File: config.mk
export PLATFORM = sky130hd
export DESIGN_NAME = audio_serial_master
export DESIGN_NICKNAME = d
export VERILOG_FILES = /design/src/rtl/audio_serial_pkg.sv /design/src/rtl/audio_bclk_gen.sv /design/src/rtl/audio_serial_master.sv
export SDC_FILE = /design/constraint.sdc
export NUM_CORES = 1
export LEC_CHECK = 0
export CORE_ASPECT_RATIO = 1.4
export CORE_UTILIZATION = 50
export DETAILED_ROUTE_END_ITERATION = 10
export PLACE_DENSITY = 0.79
export SYNTH_ARGS = -nofsm -noshare
export SYNTH_HDL_FRONTEND = slang
export SYNTH_SLANG_ARGS = --single-unit
File: constraint.sdc
create_clock -name clk -period 9.8 [get_ports clk]
set_clock_uncertainty 0.05 [all_clocks]
set_input_delay 0.98 -clock clk [delete_from_list [all_inputs] [get_ports clk]]
set_output_delay 0.98 -clock clk [all_outputs]
set_load 0.01 [all_outputs]
File: src/rtl/audio_serial_pkg.sv
// Shared constants, sample-pair type and serializer bit helper for the audio serial master.
package audio_serial_pkg;
    localparam int SAMPLE_W           = 24;
    localparam int HALF_BITS          = 32;
    localparam int DATA_BITS_PER_HALF = 24;
    localparam int BIT_CNT_W          = $clog2(HALF_BITS);

    localparam logic [BIT_CNT_W-1:0] LAST_BIT      = BIT_CNT_W'(HALF_BITS - 1);
    localparam logic [BIT_CNT_W-1:0] LAST_DATA_BIT = BIT_CNT_W'(DATA_BITS_PER_HALF - 1);

    typedef struct packed {
        logic [SAMPLE_W-1:0] left;
        logic [SAMPLE_W-1:0] right;
    } sample_pair_t;

    // Left-justified: bit k of a half-frame carries sample[23-k]; pad slots are zero.
    function automatic logic tx_bit(input logic [SAMPLE_W-1:0] s, input logic [BIT_CNT_W-1:0] k);
        logic [BIT_CNT_W-1:0] idx;
        idx = (k <= LAST_DATA_BIT) ? LAST_DATA_BIT - k : '0;
        return (k <= LAST_DATA_BIT) ? s[idx] : 1'b0;
    endfunction
endpackage

File: src/rtl/audio_bclk_gen.sv
// Bit-clock divider: toggles bclk every BCLK_DIV clk cycles and flags the cycle before each edge.
module audio_bclk_gen #(
    parameter int BCLK_DIV = 16
) (
    input  logic clk_i,
    input  logic rst_n_i,
    output logic bclk_o,
    output logic rise_o,
    output logic fall_o
);
    localparam int DIV_W = (BCLK_DIV > 2) ? $clog2(BCLK_DIV) : 1;
    localparam logic [DIV_W-1:0] DIV_LAST = DIV_W'(BCLK_DIV - 1);

    generate
        if (BCLK_DIV < 2) begin : g_bad_div
            $error("audio_bclk_gen: BCLK_DIV must be at least 2");
        end
    endgenerate

    logic [DIV_W-1:0] div_q, div_d;
    logic             bclk_q, bclk_d;
    logic             term;

    assign term = (div_q == DIV_LAST);

    always_comb begin
        div_d  = div_q + DIV_W'(1);
        bclk_d = bclk_q;
        if (term) begin
            div_d  = '0;
            bclk_d = ~bclk_q;
        end
    end

    always_ff @(posedge clk_i or negedge rst_n_i) begin
        if (!rst_n_i) begin
            div_q  <= '0;
            bclk_q <= 1'b0;
        end else begin
            div_q  <= div_d;
            bclk_q <= bclk_d;
        end
    end

    assign bclk_o = bclk_q;
    assign rise_o = term & ~bclk_q;
    assign fall_o = term & bclk_q;
endmodule

File: src/rtl/audio_serial_master.sv
// Codec-side audio serial link master: BCLK/LRCK generation, left-justified 24-in-32 TX and RX.
// Optional underrun counter output enabled by AUDIO_SERIAL_MASTER_UNDERRUN_CNT_EN.
module audio_serial_master
    import audio_serial_pkg::*;
#(
    parameter int BCLK_DIV = 16
) (
    input  logic                clk,
    input  logic                reset_n,
    input  logic                in_valid,
    output logic                in_ready,
    input  logic [SAMPLE_W-1:0] in_left,
    input  logic [SAMPLE_W-1:0] in_right,
    output logic                aud_bclk,
    output logic                aud_lrck,
    output logic                aud_sdata,
    input  logic                sdin,
    output logic                out_valid,
    output logic [SAMPLE_W-1:0] out_left,
    output logic [SAMPLE_W-1:0] out_right,
    output logic                underrun
`ifdef AUDIO_SERIAL_MASTER_UNDERRUN_CNT_EN
    ,
    output logic [15:0]         underrun_cnt
`endif
);
    logic rise, fall;

    audio_bclk_gen #(.BCLK_DIV(BCLK_DIV)) u_bclk (
        .clk_i   (clk),
        .rst_n_i (reset_n),
        .bclk_o  (aud_bclk),
        .rise_o  (rise),
        .fall_o  (fall)
    );

    logic                 lrck_q, lrck_d;
    logic [BIT_CNT_W-1:0] bit_cnt_q, bit_cnt_d;
    logic                 sdata_q, sdata_d;
    sample_pair_t         tx_q, tx_d;
    logic [SAMPLE_W-1:0]  sr_l_q, sr_l_d, sr_r_q, sr_r_d;
    logic [SAMPLE_W-1:0]  out_l_q, out_l_d, out_r_q, out_r_d;
    logic                 out_valid_q, out_valid_d;
    logic                 underrun_q, underrun_d;
    logic                 have_left_q, have_left_d;
    logic                 frame_start, accept, done;

    // The falling tick that wraps the right half starts a new frame.
    assign frame_start = fall & ~lrck_q & (bit_cnt_q == LAST_BIT);
    assign accept      = frame_start & in_valid;
    assign done        = rise & ~lrck_q & (bit_cnt_q == LAST_DATA_BIT);

    always_comb begin
        lrck_d      = lrck_q;
        bit_cnt_d   = bit_cnt_q;
        sdata_d     = sdata_q;
        tx_d        = tx_q;
        sr_l_d      = sr_l_q;
        sr_r_d      = sr_r_q;
        out_l_d     = out_l_q;
        out_r_d     = out_r_q;
        have_left_d = have_left_q;
        out_valid_d = 1'b0;
        underrun_d  = frame_start & ~in_valid;

        if (frame_start) begin
            tx_d = accept ? sample_pair_t'({in_left, in_right}) : '0;
        end

        // MSB must leave on the same edge that loads tx, so serialize from tx_d.
        if (fall) begin
            if (bit_cnt_q == LAST_BIT) begin
                bit_cnt_d = '0;
                lrck_d    = ~lrck_q;
            end else begin
                bit_cnt_d = bit_cnt_q + BIT_CNT_W'(1);
            end
            sdata_d = tx_bit(lrck_d ? tx_d.left : tx_d.right, bit_cnt_d);
        end

        if (rise && bit_cnt_q <= LAST_DATA_BIT) begin
            if (lrck_q) sr_l_d = {sr_l_q[SAMPLE_W-2:0], sdin};
            else        sr_r_d = {sr_r_q[SAMPLE_W-2:0], sdin};
        end

        if (rise && lrck_q && bit_cnt_q == LAST_DATA_BIT) begin
            have_left_d = 1'b1;
        end

        if (done && have_left_q) begin
            out_l_d     = sr_l_q;
            out_r_d     = sr_r_d;
            out_valid_d = 1'b1;
        end
    end

    always_ff @(posedge clk or negedge reset_n) begin
        if (!reset_n) begin
            lrck_q      <= 1'b0;
            bit_cnt_q   <= LAST_BIT;
            sdata_q     <= 1'b0;
            tx_q        <= '0;
            sr_l_q      <= '0;
            sr_r_q      <= '0;
            out_l_q     <= '0;
            out_r_q     <= '0;
            out_valid_q <= 1'b0;
            underrun_q  <= 1'b0;
            have_left_q <= 1'b0;
        end else begin
            lrck_q      <= lrck_d;
            bit_cnt_q   <= bit_cnt_d;
            sdata_q     <= sdata_d;
            tx_q        <= tx_d;
            sr_l_q      <= sr_l_d;
            sr_r_q      <= sr_r_d;
            out_l_q     <= out_l_d;
            out_r_q     <= out_r_d;
            out_valid_q <= out_valid_d;
            underrun_q  <= underrun_d;
            have_left_q <= have_left_d;
        end
    end

`ifdef AUDIO_SERIAL_MASTER_UNDERRUN_CNT_EN
    logic [15:0] ucnt_q, ucnt_d;

    always_comb begin
        ucnt_d = ucnt_q;
        if (underrun_d && ucnt_q != 16'hFFFF) ucnt_d = ucnt_q + 16'd1;
    end

    always_ff @(posedge clk or negedge reset_n) begin
        if (!reset_n) ucnt_q <= '0;
        else          ucnt_q <= ucnt_d;
    end

    assign underrun_cnt = ucnt_q;
`endif

    assign in_ready  = frame_start;
    assign aud_lrck  = lrck_q;
    assign aud_sdata = sdata_q;
    assign out_valid = out_valid_q;
    assign out_left  = out_l_q;
    assign out_right = out_r_q;
    assign underrun  = underrun_q;
endmodule

* After elaboration in Yosys (flattened, before gate mapping)
Cells that the tools add are included.
Storage, ports and cells: output and inout bits 54, word-level logic and storage cells 54, input bits 52, register bits 159
Operators by class: order comparisons 3, add/sub/neg operators 3, eq/ne operators 3, reduce and logical (&&, ||, !) cells 5, mux-type cells 15, bitwise operators 11
Operators by type and width (count):
- $mux 48 | 2
- $mux 24 | 3
- $mux 5 | 3
- $eq 5x5->1 const B | 2
- $le 5x5->1 const B | 2
- $and 1x1->1 | 8
- $lt 5x6->1 const B | 1
- $add 5x1->5 const B | 1
- $bmux 1 s5 | 1
- $mux 1 | 5
- $sub 5x5->5 const A | 1
- $add 4x1->4 const B | 1
- $eq 4x4->1 const B | 1
- $logic_and 1x1->1 | 4
- $mux 4 | 1
- $not 1->1 | 3
- $reduce_and 2->1 | 1

* Logic depth before layout (Yosys ltp)
word-level depth 11, gate-level depth with buffers 15, depth with buffers taken out 14

* By module
Synthesis repeated with hierarchy kept, for this count alone.
Second synthesis, totals: cell total of the unflattened synthesis 571, area, all modules 6806.5 um2
By module, submodules not included:
- audio_serial_master | seq. area each 3860.0 um2, area each 6592.6 um2, cells an instance 553, times used 1
- audio_bclk_gen | seq. area each 125.1 um2, area each 214.0 um2, cells an instance 18, times used 1

* Least setup slack after synthesis
No wires, ideal clock.
kind reg2reg, start point reg bit_cnt_q[0], end point reg sdata_q (netlist: aud_sdata), data arrival time 3.421 ns, slack 6.207 ns, data required time 9.628 ns, clock period less this slack 3.593 ns, setup time 0.122 ns, path buffers 1, stages on the path, launching flop included 16, path through dfstp_2 > ha_1 > and3_1 > ha_1 > or2_1 > clkbuf_1 > inv_1 > ha_1 > nor2_2 > mux2_2 > o221ai_1 > a31oi_1 > a22oi_2 > nand2_1 > a311o_1 > a32o_1
On the way: longest elaborated chain between the ends 9, elaborated cells between the ends (all ways) 17, classes of those cells add/sub: 2; order compare: 1; eq/ne: 1; mux: 11; bitwise: 2
RTL lines:
- from (decl) | line audio_serial_master.sv:38 | logic [BIT_CNT_W-1:0] bit_cnt_q, bit_cnt_d;
- from (signal assigned) | line audio_serial_master.sv:112 | bit_cnt_q <= bit_cnt_d;
- branches (longest 8 deep; another with $add 5x1->5)
- $mux 1 * | line audio_serial_pkg.sv:20 | return (k <= LAST_DATA_BIT) ? s[idx] : 1'b0;
- to (signal assigned) | line audio_serial_master.sv:113 | sdata_q <= sdata_d;
- to (decl) | line audio_serial_master.sv:39 | logic sdata_q, sdata_d;
Mark *: on every way between the ends. The select of a mux whose other input is x is not followed. A chain may end at the register's enable or synchronous reset.

* Worst setup path after layout
start point reg bit_cnt_q[0], end point out in_ready
On the way: longest elaborated chain between the ends 2
RTL lines:
- $eq 5x5->1 | line audio_serial_master.sv:49 | assign frame_start = fall & ~lrck_q & (bit_cnt_q == LAST_BIT);
- $and 1x1->1 | line audio_serial_master.sv:49
- to (decl) | line audio_serial_master.sv:11 | output logic in_ready,
Every way passes these cells.

==> results_dict.tcl <==
set metrics [dict create \
    cts_max_path_buffers 2 \
    cts.clk_slew.worst_paths_ns 0.06 \
    cts_htree_levels 4 \
    grt-ovfl-total 0 \
    final_layout_size_suffix_gt1_frac 0.229 \
    numCtsBuffers 17 \
    slew_violations 0 \
    period_minus_slack_ns 5.13 \
    syn_avg_cell_area_um2 11.7 \
    fin_util 0.648 \
    setup_viol 0 \
    critPathCaptureType "primary output" \
    drcViolationCount 0 \
    period_share 0.524 \
    fin_cells 877 \
    synth_ff_type "dfrtp_1" \
    syn_inst 586 \
    grt_pass1_wl_um 24000 \
    dr.pass1.iters 4 \
    initial_core_util 0.514 \
    rows 50 \
    relSlewSlack 0.258 \
    p_int_uw 1100 \
    clk_latency_ns 0.41 \
    post_cts_resized 0 \
    ys_ff_latch 159 \
    met2WireLength_um 7770 \
    synth.distinct_cells 57 \
    drt_wl_total_um 14500 \
    min_path_type "reg -> reg" \
    dp_cells 845 \
    cts_tree "yes" \
    via_per_inst 5.42 \
    yosysSeqAreaShare 0.580 \
    cts-root-buf "clkbuf_16" \
    n_antenna_cell 0 \
    portBuffers 105 \
    synth_top_cells_by_area "dfrtp_1 56%, mux2_2 17%, nand2_1 6.0%" \
    grt_max_degree 99 \
    p_leak_uw 0.00397 \
    io_pins 106 \
    max_freq_mhz 195 \
    synth-async-reset-ratio 1.00 \
    worst_pin_slew_ns 1.11 \
    synth_edf_count 0 \
    dieWidth_um 101 \
    yosys_warnings 0 \
    pwr-share-comb 0.028 \
    clkPwrFrac 0.499 \
    syn_area_um2 6880 \
    crit_path_start "bit_cnt_q[0]$_DFFE_PN1N_" \
    core_um2 13400 \
    hold_buffers 0 \
    p_sw_frac 0.214 \
    grt_usage 0.217 \
    nets 738 \
    met1_length_um 5790 \
    drt_iter0_markers 199 \
    num_vias 4755 \
    cap_violations 0 \
    critPathMaxFanout 59 \
    p_seq_frac 0.472 \
    dieArea_um2 14200 \
    wl_per_cell_um 16.5 \
    arrival_ns 4.10 \
    tns_ns 0 \
    fin_ws_ns 4.67 \
    grt_pass1_vias 4983 \
    area_growth_pct 26.2 \
    cts_num_sinks 159 \
    synth_top_cell_by_area "dfrtp_1" \
    top_layer "met4" \
    rsz0062_at_grt "no" \
    cp-start-kind "flip-flop" \
    worstSetupPathType "reg -> out" \
    die_h_um 141 \
    hold_start "tx_q[10]$_DFF_PN0_" \
    synth_fp_nets 642 \
    r2r_slack_ns 5.38 \
    antenna_found_initial 0 \
    dp_slack_ns 5.13 \
    ys_top_cells_by_count "154 x dfrtp_1, 109 x nand2_1, 102 x mux2_2" \
    finalHoldViolCount 0 \
    dp_hpwl_um 9680 \
    status "finished, final reports clean" \
    gp_congestion 0.917 \
    cp.required_ns 8.77 \
    wl_met3_um 628 \
    yosysMostFrequentCell "dfrtp_1" \
    power_switching_uw 299 \
    antenna_left 0 \
    synth_top_area_frac 0.561 \
    ir_drop_uv 105 \
    power.density_nw_per_um2 161 \
    post_cts_buffers 0 \
    timing.rr.start "bit_cnt_q[0]$_DFFE_PN1N_" \
]
==> area by class of cell <==
class                   instances  area, µm²
clock buffers                  18        439
multi-input cells             387       2710
clock inverters                14        200
fillers                      1057       4710
flip-flops and latches        159       3990
inverters                       8       30.0
well taps                     182        228
repair buffers                109       1080
==> worst max-delay path, stage by stage, from the launching register on <==
cell             delay (ns)
dfstp_2                0.58
ha_1                   0.25
and3_1                 0.18
ha_1                   0.55
nand3_4                0.65
inv_2                  0.79
clkdlybuf4s50_1        0.67
==> logic make-up after synthesis <==
kind of cell             synth area share
flip-flops                          0.580
multiplexers                        0.183
buffers and inverters              0.0271
XOR/XNOR                          0.00746
adder cells (fa/ha/maj)           0.00728
AND/OR/NAND/NOR                     0.130
AO/OA/AOI/OAI                      0.0648
==> flip-flops by register name (all words and copies together), names as in the netlist, 4 cells and up <==
| signal | flops |
|---|---|
| bit_cnt_q | 5 |
| out_left | 24 |
| out_right | 24 |
| sr_l_q | 24 |
| sr_r_q | 24 |
| tx_q | 48 |
| u_bclk.div_q | 4 |
==> routing by layer <==
metal  global-route usage  up-vias
met4               0.0770        0
met2                0.382      138
li1                     -     2237
met5                    0        -
met1                0.255     2354
met3               0.0530       26
==> per-stage QoR <==
step                area [µm²]  total power (µW)  hold WS (ns)
floorplan                 6880               675         0.382
global placement          8040               710         0.396
detailed placement        8040               711         0.404
CTS                       8670              1410         0.419
global route              8670              1430         0.433
finish                    8670              1390         0.420
==> cells in the final DEF (no fill, tap or decap), types with 3 or more instances in the layout <==
cell	instances
dfrtp_1	154
nand2_1	109
clkdlybuf4s50_1	104
mux2_2	102
nand3_1	49
clkbuf_16	17
nor2_1	16
o21ai_0	16
mux2i_1	10
a21oi_1	9
inv_1	7
o22ai_1	7
a31oi_1	6
a211oi_1	5
o211ai_1	5
dfstp_2	5
ha_1	4
inv_6	4
buf_4	4
xor2_1	3
nand4_1	3
bufinv_16	3
clkinv_4	3
==> power groups by stage <==
stage | sequential, µW | combinational (µW) | clock, µW
after CTS | 658 | 40.8 | 706
after global placement | 670 | 40.1 | 0
after floorplan | 670 | 4.93 | 0
after detailed placement | 670 | 40.7 | 0
after global routing | 658 | 44.5 | 733
final | 658 | 39.7 | 696
==> path summary, 6_finish.rpt <==
path,to,depth (start not counted)
worst max-delay path,in_ready,6
worst min register to register,tx_q[10]$_DFF_PN0_,2
min in group asynchronous,sr_r_q[10]$_DFF_PN0_,1
worst min-delay path,tx_q[10]$_DFF_PN0_,2
max in group asynchronous,tx_q[2]$_DFF_PN0_,2
worst max register to register,aud_sdata$_DFFE_PN0N_,14
No activity file was read; power rests on OpenSTA's default activity.
